<file path="src/rtl/master_bridge_axi_req_splitter.sv">
// Splits one PCIe memory request into legal AXI4 INCR bursts. Bursts are cut at
// the address boundary and the max-burst limit, and issue is throttled by the outstanding-burst count.
module master_bridge_axi_req_splitter #(
  parameter int ADDR_WIDTH        = 64,
  parameter int ID_WIDTH          = 10,
  parameter int AxLEN_FIELD_WIDTH = 8,
  parameter int BEAT_BYTES        = 128,
  parameter int MAX_BURST_BEATS   = 256,
  parameter int BOUNDARY_BYTES    = 4096,
  parameter int MAX_OUTSTANDING   = 16,
  parameter int CNT_WIDTH         = 5
) (
  input  logic                         i_pcie_clk,
  input  logic                         i_pcie_n_rst,
  input  logic                         i_req_valid,
  output logic                         o_req_ready,
  input  logic                         i_req_is_write,
  input  logic [ADDR_WIDTH-1:0]        i_req_address,
  input  logic [9:0]                   i_req_length,
  input  logic [ID_WIDTH-1:0]          i_req_id,
  output logic                         o_ax_valid,
  input  logic                         i_ax_ready,
  output logic                         o_ax_is_write,
  output logic [ADDR_WIDTH-1:0]        o_ax_addr,
  output logic [AxLEN_FIELD_WIDTH-1:0] o_ax_len,
  output logic [ID_WIDTH-1:0]          o_ax_id,
  output logic [10:0]                  o_ax_dw_count,
  output logic                         o_ax_first,
  output logic                         o_ax_last,
  input  logic                         i_ax_done,
  output logic [CNT_WIDTH-1:0]         o_outstanding,
  output logic                         o_busy
);

  localparam int BEAT_LOG2 = $clog2(BEAT_BYTES);
  localparam int BND_LOG2  = $clog2(BOUNDARY_BYTES);
  localparam logic [31:0] MAX_BURST_BYTES = 32'(MAX_BURST_BEATS * BEAT_BYTES);

  typedef enum logic {IDLE, ISSUE} state_t;

  state_t                 state;
  logic [ADDR_WIDTH-1:0]  cur_addr;
  logic [12:0]            rem_bytes;
  logic [ID_WIDTH-1:0]    cur_id;
  logic                   cur_write;
  logic                   cur_first;
  logic [CNT_WIDTH-1:0]   outstanding;
  logic                   req_ready_q;
  logic                   busy_q;

  logic [31:0] off_beat, to_bnd, max_b, chunk, len_full;
  logic        ax_last, can_issue, ax_hs, done_eff;

  // 32-bit intermediates: chunk never exceeds 4096 and span stays far below 2^32
  always_comb begin
    off_beat = 32'(cur_addr[BEAT_LOG2-1:0]);
    to_bnd   = 32'(BOUNDARY_BYTES) - 32'(cur_addr[BND_LOG2-1:0]);
    max_b    = MAX_BURST_BYTES - off_beat;
    chunk    = 32'(rem_bytes);
    if (to_bnd < chunk) chunk = to_bnd;
    if (max_b < chunk)  chunk = max_b;
    len_full = ((off_beat + chunk + 32'(BEAT_BYTES) - 32'd1) >> BEAT_LOG2) - 32'd1;
  end

  assign ax_last   = (chunk == 32'(rem_bytes));
  assign can_issue = (state == ISSUE) && (32'(outstanding) < 32'(MAX_OUTSTANDING));
  assign ax_hs     = can_issue && i_ax_ready;
  assign done_eff  = i_ax_done && (outstanding != '0);

  assign o_req_ready   = req_ready_q;
  assign o_busy        = busy_q;
  assign o_ax_valid    = can_issue;
  assign o_ax_is_write = cur_write;
  assign o_ax_addr     = cur_addr;
  assign o_ax_len      = AxLEN_FIELD_WIDTH'(len_full);
  assign o_ax_id       = cur_id;
  assign o_ax_dw_count = 11'(chunk >> 2);
  assign o_ax_first    = cur_first;
  assign o_ax_last     = ax_last;
  assign o_outstanding = outstanding;

  always_ff @(posedge i_pcie_clk or negedge i_pcie_n_rst) begin
    if (!i_pcie_n_rst) begin
      state       <= IDLE;
      cur_addr    <= '0;
      rem_bytes   <= '0;
      cur_id      <= '0;
      cur_write   <= 1'b0;
      cur_first   <= 1'b1;
      outstanding <= '0;
      req_ready_q <= 1'b1;
      busy_q      <= 1'b0;
    end else begin
      case (state)
        IDLE: begin
          if (i_req_valid && req_ready_q) begin
            cur_addr    <= i_req_address & ~ADDR_WIDTH'(3);
            rem_bytes   <= (i_req_length == 10'd0) ? 13'd4096 : {1'b0, i_req_length, 2'b00};
            cur_id      <= i_req_id;
            cur_write   <= i_req_is_write;
            cur_first   <= 1'b1;
            state       <= ISSUE;
            req_ready_q <= 1'b0;
            busy_q      <= 1'b1;
          end
        end
        ISSUE: begin
          if (ax_hs) begin
            cur_addr  <= cur_addr + ADDR_WIDTH'(chunk);
            rem_bytes <= rem_bytes - 13'(chunk);
            cur_first <= 1'b0;
            if (ax_last) begin
              state       <= IDLE;
              req_ready_q <= 1'b1;
              busy_q      <= 1'b0;
            end
          end
        end
        default: state <= IDLE;
      endcase

      if (ax_hs && !done_eff)
        outstanding <= outstanding + 1'b1;
      else if (!ax_hs && done_eff)
        outstanding <= outstanding - 1'b1;
    end
  end

endmodule
</file>
<file path="config.mk">
export PLATFORM = sky130hd
export DESIGN_NAME = master_bridge_axi_req_splitter
export DESIGN_NICKNAME = d
export VERILOG_FILES = /design/src/rtl/master_bridge_axi_req_splitter.sv
export SDC_FILE = /design/constraint.sdc
export NUM_CORES = 1
export LEC_CHECK = 0
export ABC_CLOCK_PERIOD_IN_PS = 9400
export CAP_MARGIN = 20
export CORE_UTILIZATION = 55
export DETAILED_ROUTE_END_ITERATION = 6
export GPL_TIMING_DRIVEN = 0
export PLACE_DENSITY = 0.94
export SLEW_MARGIN = 25
export SYNTH_ARGS = -nofsm -noshare
export SYNTH_HDL_FRONTEND = slang
export SYNTH_SLANG_ARGS = --single-unit
export TNS_END_PERCENT = 50
</file>
<file path="constraint.sdc">
create_clock -name i_pcie_clk -period 9.4 [get_ports i_pcie_clk]
set_input_delay 0.94 -clock i_pcie_clk [delete_from_list [all_inputs] [get_ports i_pcie_clk]]
set_output_delay 0.94 -clock i_pcie_clk [all_outputs]
set_load 0.01 [all_outputs]
</file>
==> run metrics, run 1 <==
RSZ-0062 raised after global routing=false; setup bufs post-CTS=0; DR WL/cell=19.3 µm; Skew-Pair Late Insertion Delay=360 ps; Yosys top cell by area=dfrtp_1; CTS tree=yes; fin crit period=8540 ps; CP Data Arrival Time=7600 ps; Synth area leaders=dfrtp_1, ha_1, a21oi_1; Die X=121 µm; Synth Instances=969; mean area per synthesized cell=8.09 µm²; Post-CTS Hold Buffers=0; Synth async-reset ratio=100%; P_leak=4.44 nW; Setup Skew=9.86 ps; gr usage total=35.9%; Max Freq=117 MHz; Top Ports=194; setup TNS=0 ps; Worst-Margin Slew=885 ps; worst relative slew slack=41.0%; via count=8,619; Initial Util=56.5%; synth warn=0; Die ar.=14,700 µm²; CTS Root Cell=clkbuf_16; CTS H-tree depth=3; post-synthesis sequential area ratio=31.0%; Routed WL=26.2 mm; Clock Pin Slew Worst Setup and Hold Paths=70 ps; Worst Path Required=8460 ps; CTS Buf Count=9; Final Util=74.7%; Max Root-Sink Buffers=2; Post-synth EDFFs=0; Unique masters post-synth=76; Mapped Area=7840 µm²; Post-DRT Antenna Nets=0; largest net degree at the start of global routing=64; Worst Path Class, Setup=reg2out; Max-Cap Viols=0; vias in the first global route=8,146; Worst setup EP type=output pin; worst vdd ir=0.0809 mV; vias per inst=6.34; layout cell share with drive strength beyond 1=4.07%; DRT iter0 DRCs=664; Primary FF master, synth=dfrtp_1; Final Cycle Share=90.8%; CTS Sinks=97; FP Rows=43; Placeable Area=13,900 µm²; Overflow after GRT=0; initial antenna violation count=1; CP Max Fanout=10; #FFs+latches synth=97; NumNets Final=1,328; cts repair resizes=0; Layout area overhead=32.3%; Min-Delay Path Class=in2async; status=finished clean; final hold violation count=0; Post-route DRC=0; count of pins over their slew limit=0; first-pass iteration count of the detailed router=5; IO Port Bufs=191; top-area cell type share of the netlist area=30.3%; Final setup viols=0; Power Density=88.5 nW/µm²; nature of the critical path startpoint=flop; first-pass GRT wire length=41.0 mm; post-detail-place hpwl=19.5 mm; gpl congestion=0.958; DIE HEIGHT=121 µm
-- per-layer routing --
metal	track usage, %	part of all wire, %
met1	43.9	38
met2	59.3	47
met3	7.52	10
met4	18.8	5.0
met5	0	0
-- cell usage after synthesis, types with 4 or more instances --
| cell | instances |
|---|---|
| o21ai_0 | 49 |
| nor4_1 | 8 |
| nand2_1 | 122 |
| inv_1 | 60 |
| o21bai_1 | 5 |
| a21o_1 | 7 |
| buf_1 | 4 |
| xnor2_1 | 25 |
| a31oi_1 | 9 |
| nor2_1 | 68 |
| nand2b_1 | 7 |
| a311oi_1 | 5 |
| o22ai_1 | 50 |
| ha_1 | 61 |
| xor2_1 | 8 |
| and2_1 | 5 |
| o211ai_1 | 5 |
| nor2b_1 | 8 |
| a211oi_1 | 7 |
| or3_1 | 6 |
| nor3_1 | 19 |
| a21oi_1 | 100 |
| o21a_1 | 8 |
| or4_1 | 5 |
| and4_1 | 6 |
| mux2i_1 | 43 |
| nand4_1 | 20 |
| clkbuf_1 | 38 |
| dfrtp_1 | 95 |
| nand3_1 | 33 |
| and3_1 | 17 |
-- per-stage QoR --
stage / cells / instance area, µm² / total power [mW] / hold WS (ps) / setup slack [ps]
after global routing: 1360 / 10400 / 0.936 / 480 / 382
after global placement: 1342 / 9980 / 0.478 / 452 / 1450
after detailed placement: 1343 / 10000 / 0.479 / 454 / 1380
after CTS: 1359 / 10400 / 0.916 / 466 / 986
final: 1360 / 10400 / 0.918 / 467 / 865
after floorplan: 971 / 7840 / 0.429 / 465 / 2840
-- cell families after synthesis --
family | after synthesis | share of synthesized area, %
AND/OR/NAND/NOR | 341 | 21.3
other | 1 | 0.0479
multiplexers | 48 | 6.31
XOR/XNOR | 33 | 3.69
flip-flops | 97 | 31.0
AO/OA/AOI/OAI | 276 | 21.7
adder cells (fa/ha/maj) | 64 | 10.5
buffers and inverters | 109 | 5.41
-- cell usage in the layout (no fill, tap or decap), types with 17 or more instances in the layout --
| master | n |
|---|---|
| nor2_1 | 68 |
| xnor2_1 | 25 |
| inv_1 | 60 |
| clkdlybuf4s50_1 | 190 |
| o21ai_0 | 49 |
| a21oi_1 | 100 |
| ha_1 | 61 |
| nand4_1 | 20 |
| mux2i_1 | 43 |
| nor3_1 | 19 |
| clkbuf_1 | 38 |
| o22ai_1 | 50 |
| dfrtp_1 | 95 |
| and3_1 | 17 |
| nand2_1 | 122 |
| nand3_1 | 33 |
-- registers in the layout, indices dropped and copies added, names as in the netlist --
register and flops:
o_outstanding 5, o_ax_addr 64, o_ax_id 10, o_busy 1, o_ax_first 1, rem_bytes 13, o_ax_is_write 1, state 1
o_req_ready 1
-- power by group --
group	internal, mW	total, mW	leakage, nW	switching, mW
clock network	0.269	0.446	0.173	0.177
registers	0.417	0.417	1.29	0
logic	0.0352	0.0549	2.98	0.0197
total	0.721	0.918	4.44	0.197
-- area by class of cell --
class | count | area [µm²]
Antenna cell | 1 | 2.50
Buffer | 47 | 191
Clock buffer | 10 | 239
Clock inverter | 6 | 113
Fill cell | 1012 | 3520
Inverter | 62 | 233
Multi-Input combinational cell | 765 | 4990
Sequential cell | 97 | 2430
Tap cell | 180 | 225
Timing Repair Buffer | 192 | 1940
-- critical path, stage by stage, from the launching register on --
cell	delay, ps
dfrtp_1	460
inv_1	150
ha_1	220
or3b_1	450
nor3b_2	230
xnor2_1	260
ha_1	330
a211oi_1	250
o21a_1	160
o2bb2ai_1	90
a311oi_4	460
buf_6	210
buf_2	230
buf_2	160
a21oi_1	100
ha_1	390
inv_1	60
ha_1	260
nor3b_1	420
o22ai_1	130
o211ai_1	560
xor2_1	260
ha_1	280
o211ai_2	130
or3_1	310
o31ai_1	70
clkdlybuf4s50_1	570
-- path summary, 6_finish.rpt --
kind | from | end | slack [ps] | cells past startpoint
min | i_pcie_n_rst | o_ax_addr[17]$_DFFE_PN0P_ | 470 | 1
max in group asynchronous | i_pcie_n_rst | o_req_ready$_DFFE_PN1P_ | 8230 | 2
max reg2reg | o_ax_addr[0]$_DFFE_PN0P_ | o_ax_addr[56]$_DFFE_PN0P_ | 2710 | 25
max | o_ax_addr[0]$_DFFE_PN0P_ | o_ax_len[6] | 860 | 26
min in group i_pcie_clk | o_ax_first$_DFFE_PN1P_ | o_ax_first$_DFFE_PN1P_ | 470 | 2
min reg2reg | o_ax_first$_DFFE_PN1P_ | o_ax_first$_DFFE_PN1P_ | 470 | 2
Note: power is estimated with default switching activity, not from simulation.
==> inputs of run 2 (changes only) <==
--- a/config.mk
+++ b/config.mk
@@ -5,13 +5,13 @@
 export SDC_FILE = /design/constraint.sdc
 export NUM_CORES = 1
 export LEC_CHECK = 0
-export ABC_CLOCK_PERIOD_IN_PS = 9400
+export ABC_CLOCK_PERIOD_IN_PS = 9540
 export CAP_MARGIN = 20
-export CORE_UTILIZATION = 55
+export CORE_UTILIZATION = 51
 export DETAILED_ROUTE_END_ITERATION = 6
 export GPL_TIMING_DRIVEN = 0
-export PLACE_DENSITY = 0.94
-export SLEW_MARGIN = 25
+export PLACE_DENSITY = 0.88
+export SLEW_MARGIN = 20
 export SYNTH_ARGS = -nofsm -noshare
 export SYNTH_HDL_FRONTEND = slang
 export SYNTH_SLANG_ARGS = --single-unit
==> constraint.sdc (replaced) <==
create_clock -name i_pcie_clk -period 9.54 [get_ports i_pcie_clk]
set_input_delay 0.954 -clock i_pcie_clk [delete_from_list [all_inputs] [get_ports i_pcie_clk]]
set_output_delay 0.954 -clock i_pcie_clk [all_outputs]
set_load 0.01 [all_outputs]
==> run 2 against run 1 <==
Compared with the run above: cell count grew 0.22%; first-iteration DRC count shrank 4.4%; final area shrank 0.25%; clock skew shrank 3.2 ps; sequential share of layout area grew 0.060 points; via count shrank 2.9%; die area grew 7.7%.
==> run metrics, run 2 (same netlist as run 1, synthesis figures left out) <==
CTS Sinks=97 (unchanged); DIE HEIGHT=126 µm (+3.8%); Worst setup endpoint=o_ax_len[6]; CP Data Arrival Time=7680 ps (+80 ps); met1 Usage GRT=41.4% (-2.5 points); status=finished clean; Initial Util=53.1% (-3.3 points); Final Cycle Share=90.5%; Clk pwr share=46.7% (-1.9 points); Setup Skew=6.64 ps (-3.21 ps); first-pass GRT wire length=41.8 mm (+2.0%); DR WL/cell=19.2 µm (-0.36%); setup bufs post-CTS=0 (unchanged); Post-CTS Hold Buffers=0 (unchanged); Post-route DRC=0 (unchanged); FP Rows=44 (+2.3%); worst vdd ir=0.0812 mV (+0.36%); Worst Path Required=8590 ps (+130 ps); commonest non-fill, non-tap cell in the layout=clkdlybuf4s50_1; placed cell areas=10,000 µm² (about the same); gpl congestion=0.971 (+1.4%); most frequent cells in the layout=clkdlybuf4s50_1, nand2_1, a21oi_1, dfrtp_1, nor2_1; nature of the critical path startpoint=flop; initial antenna violation count=0 (-1); slowest stage cell, crit path=clkdlybuf4s50_1; cts repair resizes=0 (unchanged); max reg flops=64 (unchanged); RSZ-0062 raised after global routing=false; vias in the first global route=8,269 (+1.5%); most frequent CP cell=ha_1; final hold violation count=0 (unchanged); layout cell share with drive strength beyond 1=3.90% (-0.17 points); r2r endpoint=o_ax_addr[52]$_DFFE_PN0P_; Ant. Diodes=0 (-1); Routed WL=26.2 mm (-0.14%); Worst-Margin Slew=944 ps (+59.3 ps); Post-DRT Antenna Nets=0 (unchanged); Overflow after GRT=0 (unchanged); Comb power frac=6.2% (+0.2 points); CTS H-tree depth=3 (unchanged); via count=8,372 (-2.9%); M2 GR Usage=55.3% (-4.0 points); CTS Buf Count=9 (unchanged); Layout area overhead=31.9%; fin crit period=8630 ps; Flop pwr share=47.0% (+1.6 points); DRT iter0 DRCs=635 (-4.4%); Skew-Pair Late Insertion Delay=360 ps (about the same); gr usage total=33.2% (-2.7 points); Power Density=84.5 nW/µm² (-4.6%); CP Max Fanout=10 (unchanged); Top Ports=194 (unchanged); grt peak-use layer=met2; Critical path origin=o_ax_addr[1]$_DFFE_PN0P_; Clock Pin Slew Worst Setup and Hold Paths=70 ps (about the same); P_leak=4.42 nW (-0.44%); grt met3 use=7.43% (-0.085 points); filler cell count in the final layout=1,195 (+18%); NumNets Final=1,328 (unchanged); RR Startpoint=o_ax_addr[1]$_DFFE_PN0P_; R2R Setup Slk=2620 ps (-90 ps); setup TNS=0 ps (unchanged); Max Root-Sink Buffers=2 (unchanged); Sw Pwr=0.190 mW (-3.7%); IO Port Bufs=191 (unchanged); Final Cell Area=10,300 µm² (-0.25%); Sw Ratio=21.7% (+0.26 points); Min-Delay Path Class=in2async; Die X=126 µm (+3.8%); Worst setup EP type=output pin; Final setup viols=0 (unchanged); Placeable Area=14,800 µm² (+6.3%); first-pass iteration count of the detailed router=5 (unchanged); CP max stage delay=570 ps (about the same); CTS tree=yes; Max-Cap Viols=0 (unchanged); worst relative slew slack=37.1% (-4.0 points); largest net degree at the start of global routing=68 (+6.3%); Worst Path Class, Setup=reg2out; Int Power=0.684 mW (-5.1%); CTS Root Cell=clkbuf_16; reg2reg path depth=25 (unchanged); vias per inst=6.14 (-3.1%); Max Freq=116 MHz; Die ar.=15,900 µm² (+7.7%); post-detail-place hpwl=19.8 mm (+1.6%); count of pins over their slew limit=0 (unchanged)
run 2: layer usage:
layer,part of all wire (%),wire length [µm]
met3,9.0,2360
met2,47,12400
met4,3.4,878
met5,0,0
met1,40,10600
run 2: worst min path at each step:
stage | to | start | depth (start not counted) | slack, ps
after global placement | o_ax_first$_DFFE_PN1P_ | o_ax_first$_DFFE_PN1P_ | 2 | 450
after CTS | o_ax_addr[18]$_DFFE_PN0P_ | i_pcie_n_rst | 1 | 470
final | o_ax_addr[18]$_DFFE_PN0P_ | i_pcie_n_rst | 1 | 470
after floorplan | o_ax_first$_DFFE_PN1P_ | o_ax_first$_DFFE_PN1P_ | 2 | 460
after global routing | o_ax_addr[18]$_DFFE_PN0P_ | i_pcie_n_rst | 1 | 480
after detailed placement | o_ax_first$_DFFE_PN1P_ | o_ax_first$_DFFE_PN1P_ | 2 | 460
run 2: final cells by class:
class / instances / area, µm² / share of cell area, %
multi-input cells: 765 / 4990 / 48.3
flip-flops and latches: 97 / 2430 / 23.5
inverters: 62 / 233 / 2.25
well taps: 184 / 230 / 2.23
repair buffers: 192 / 1940 / 18.8
clock buffers: 12 / 246 / 2.38
clock inverters: 4 / 76.3 / 0.738
plain buffers: 47 / 191 / 1.85
run 2: worst max-delay path: cells and delay by family (launching register included):
family                   cells  cell delay, ps
AO/OA/AOI/OAI                9            1960
adder cells (fa/ha/maj)      5            1510
AND/OR/NAND/NOR              4            1450
buffers and inverters        6            1440
XOR/XNOR                     2             490
flip-flops                   1             460
run 2: power by group through the flow:
stage | Clock (mW) | Sequential [mW] | Combinational [mW]
3_3_place_gp | 0 | 0.419 | 0.0522
3_5_place_dp | 0 | 0.419 | 0.0538
5_1_grt | 0.429 | 0.411 | 0.0581
6_report | 0.408 | 0.411 | 0.0544
4_1_cts | 0.411 | 0.411 | 0.0543
2_1_floorplan | 0 | 0.419 | 0.00398
run 2: per-stage QoR:
| stage | instances | setup slack (ps) | util [%] | power, mW | hold WS, ps |
|---|---|---|---|---|---|
| after global placement | 1346 | 1540 | 67.7 | 0.471 | 447 |
| after detailed placement | 1347 | 1470 | 67.9 | 0.473 | 455 |
| after floorplan | 971 | 2970 | - | 0.423 | 465 |
| after global routing | 1363 | 434 | 70.1 | 0.898 | 483 |
| after CTS | 1363 | 1020 | 70.1 | 0.876 | 465 |
| final | 1363 | 905 | 70.1 | 0.874 | 466 |
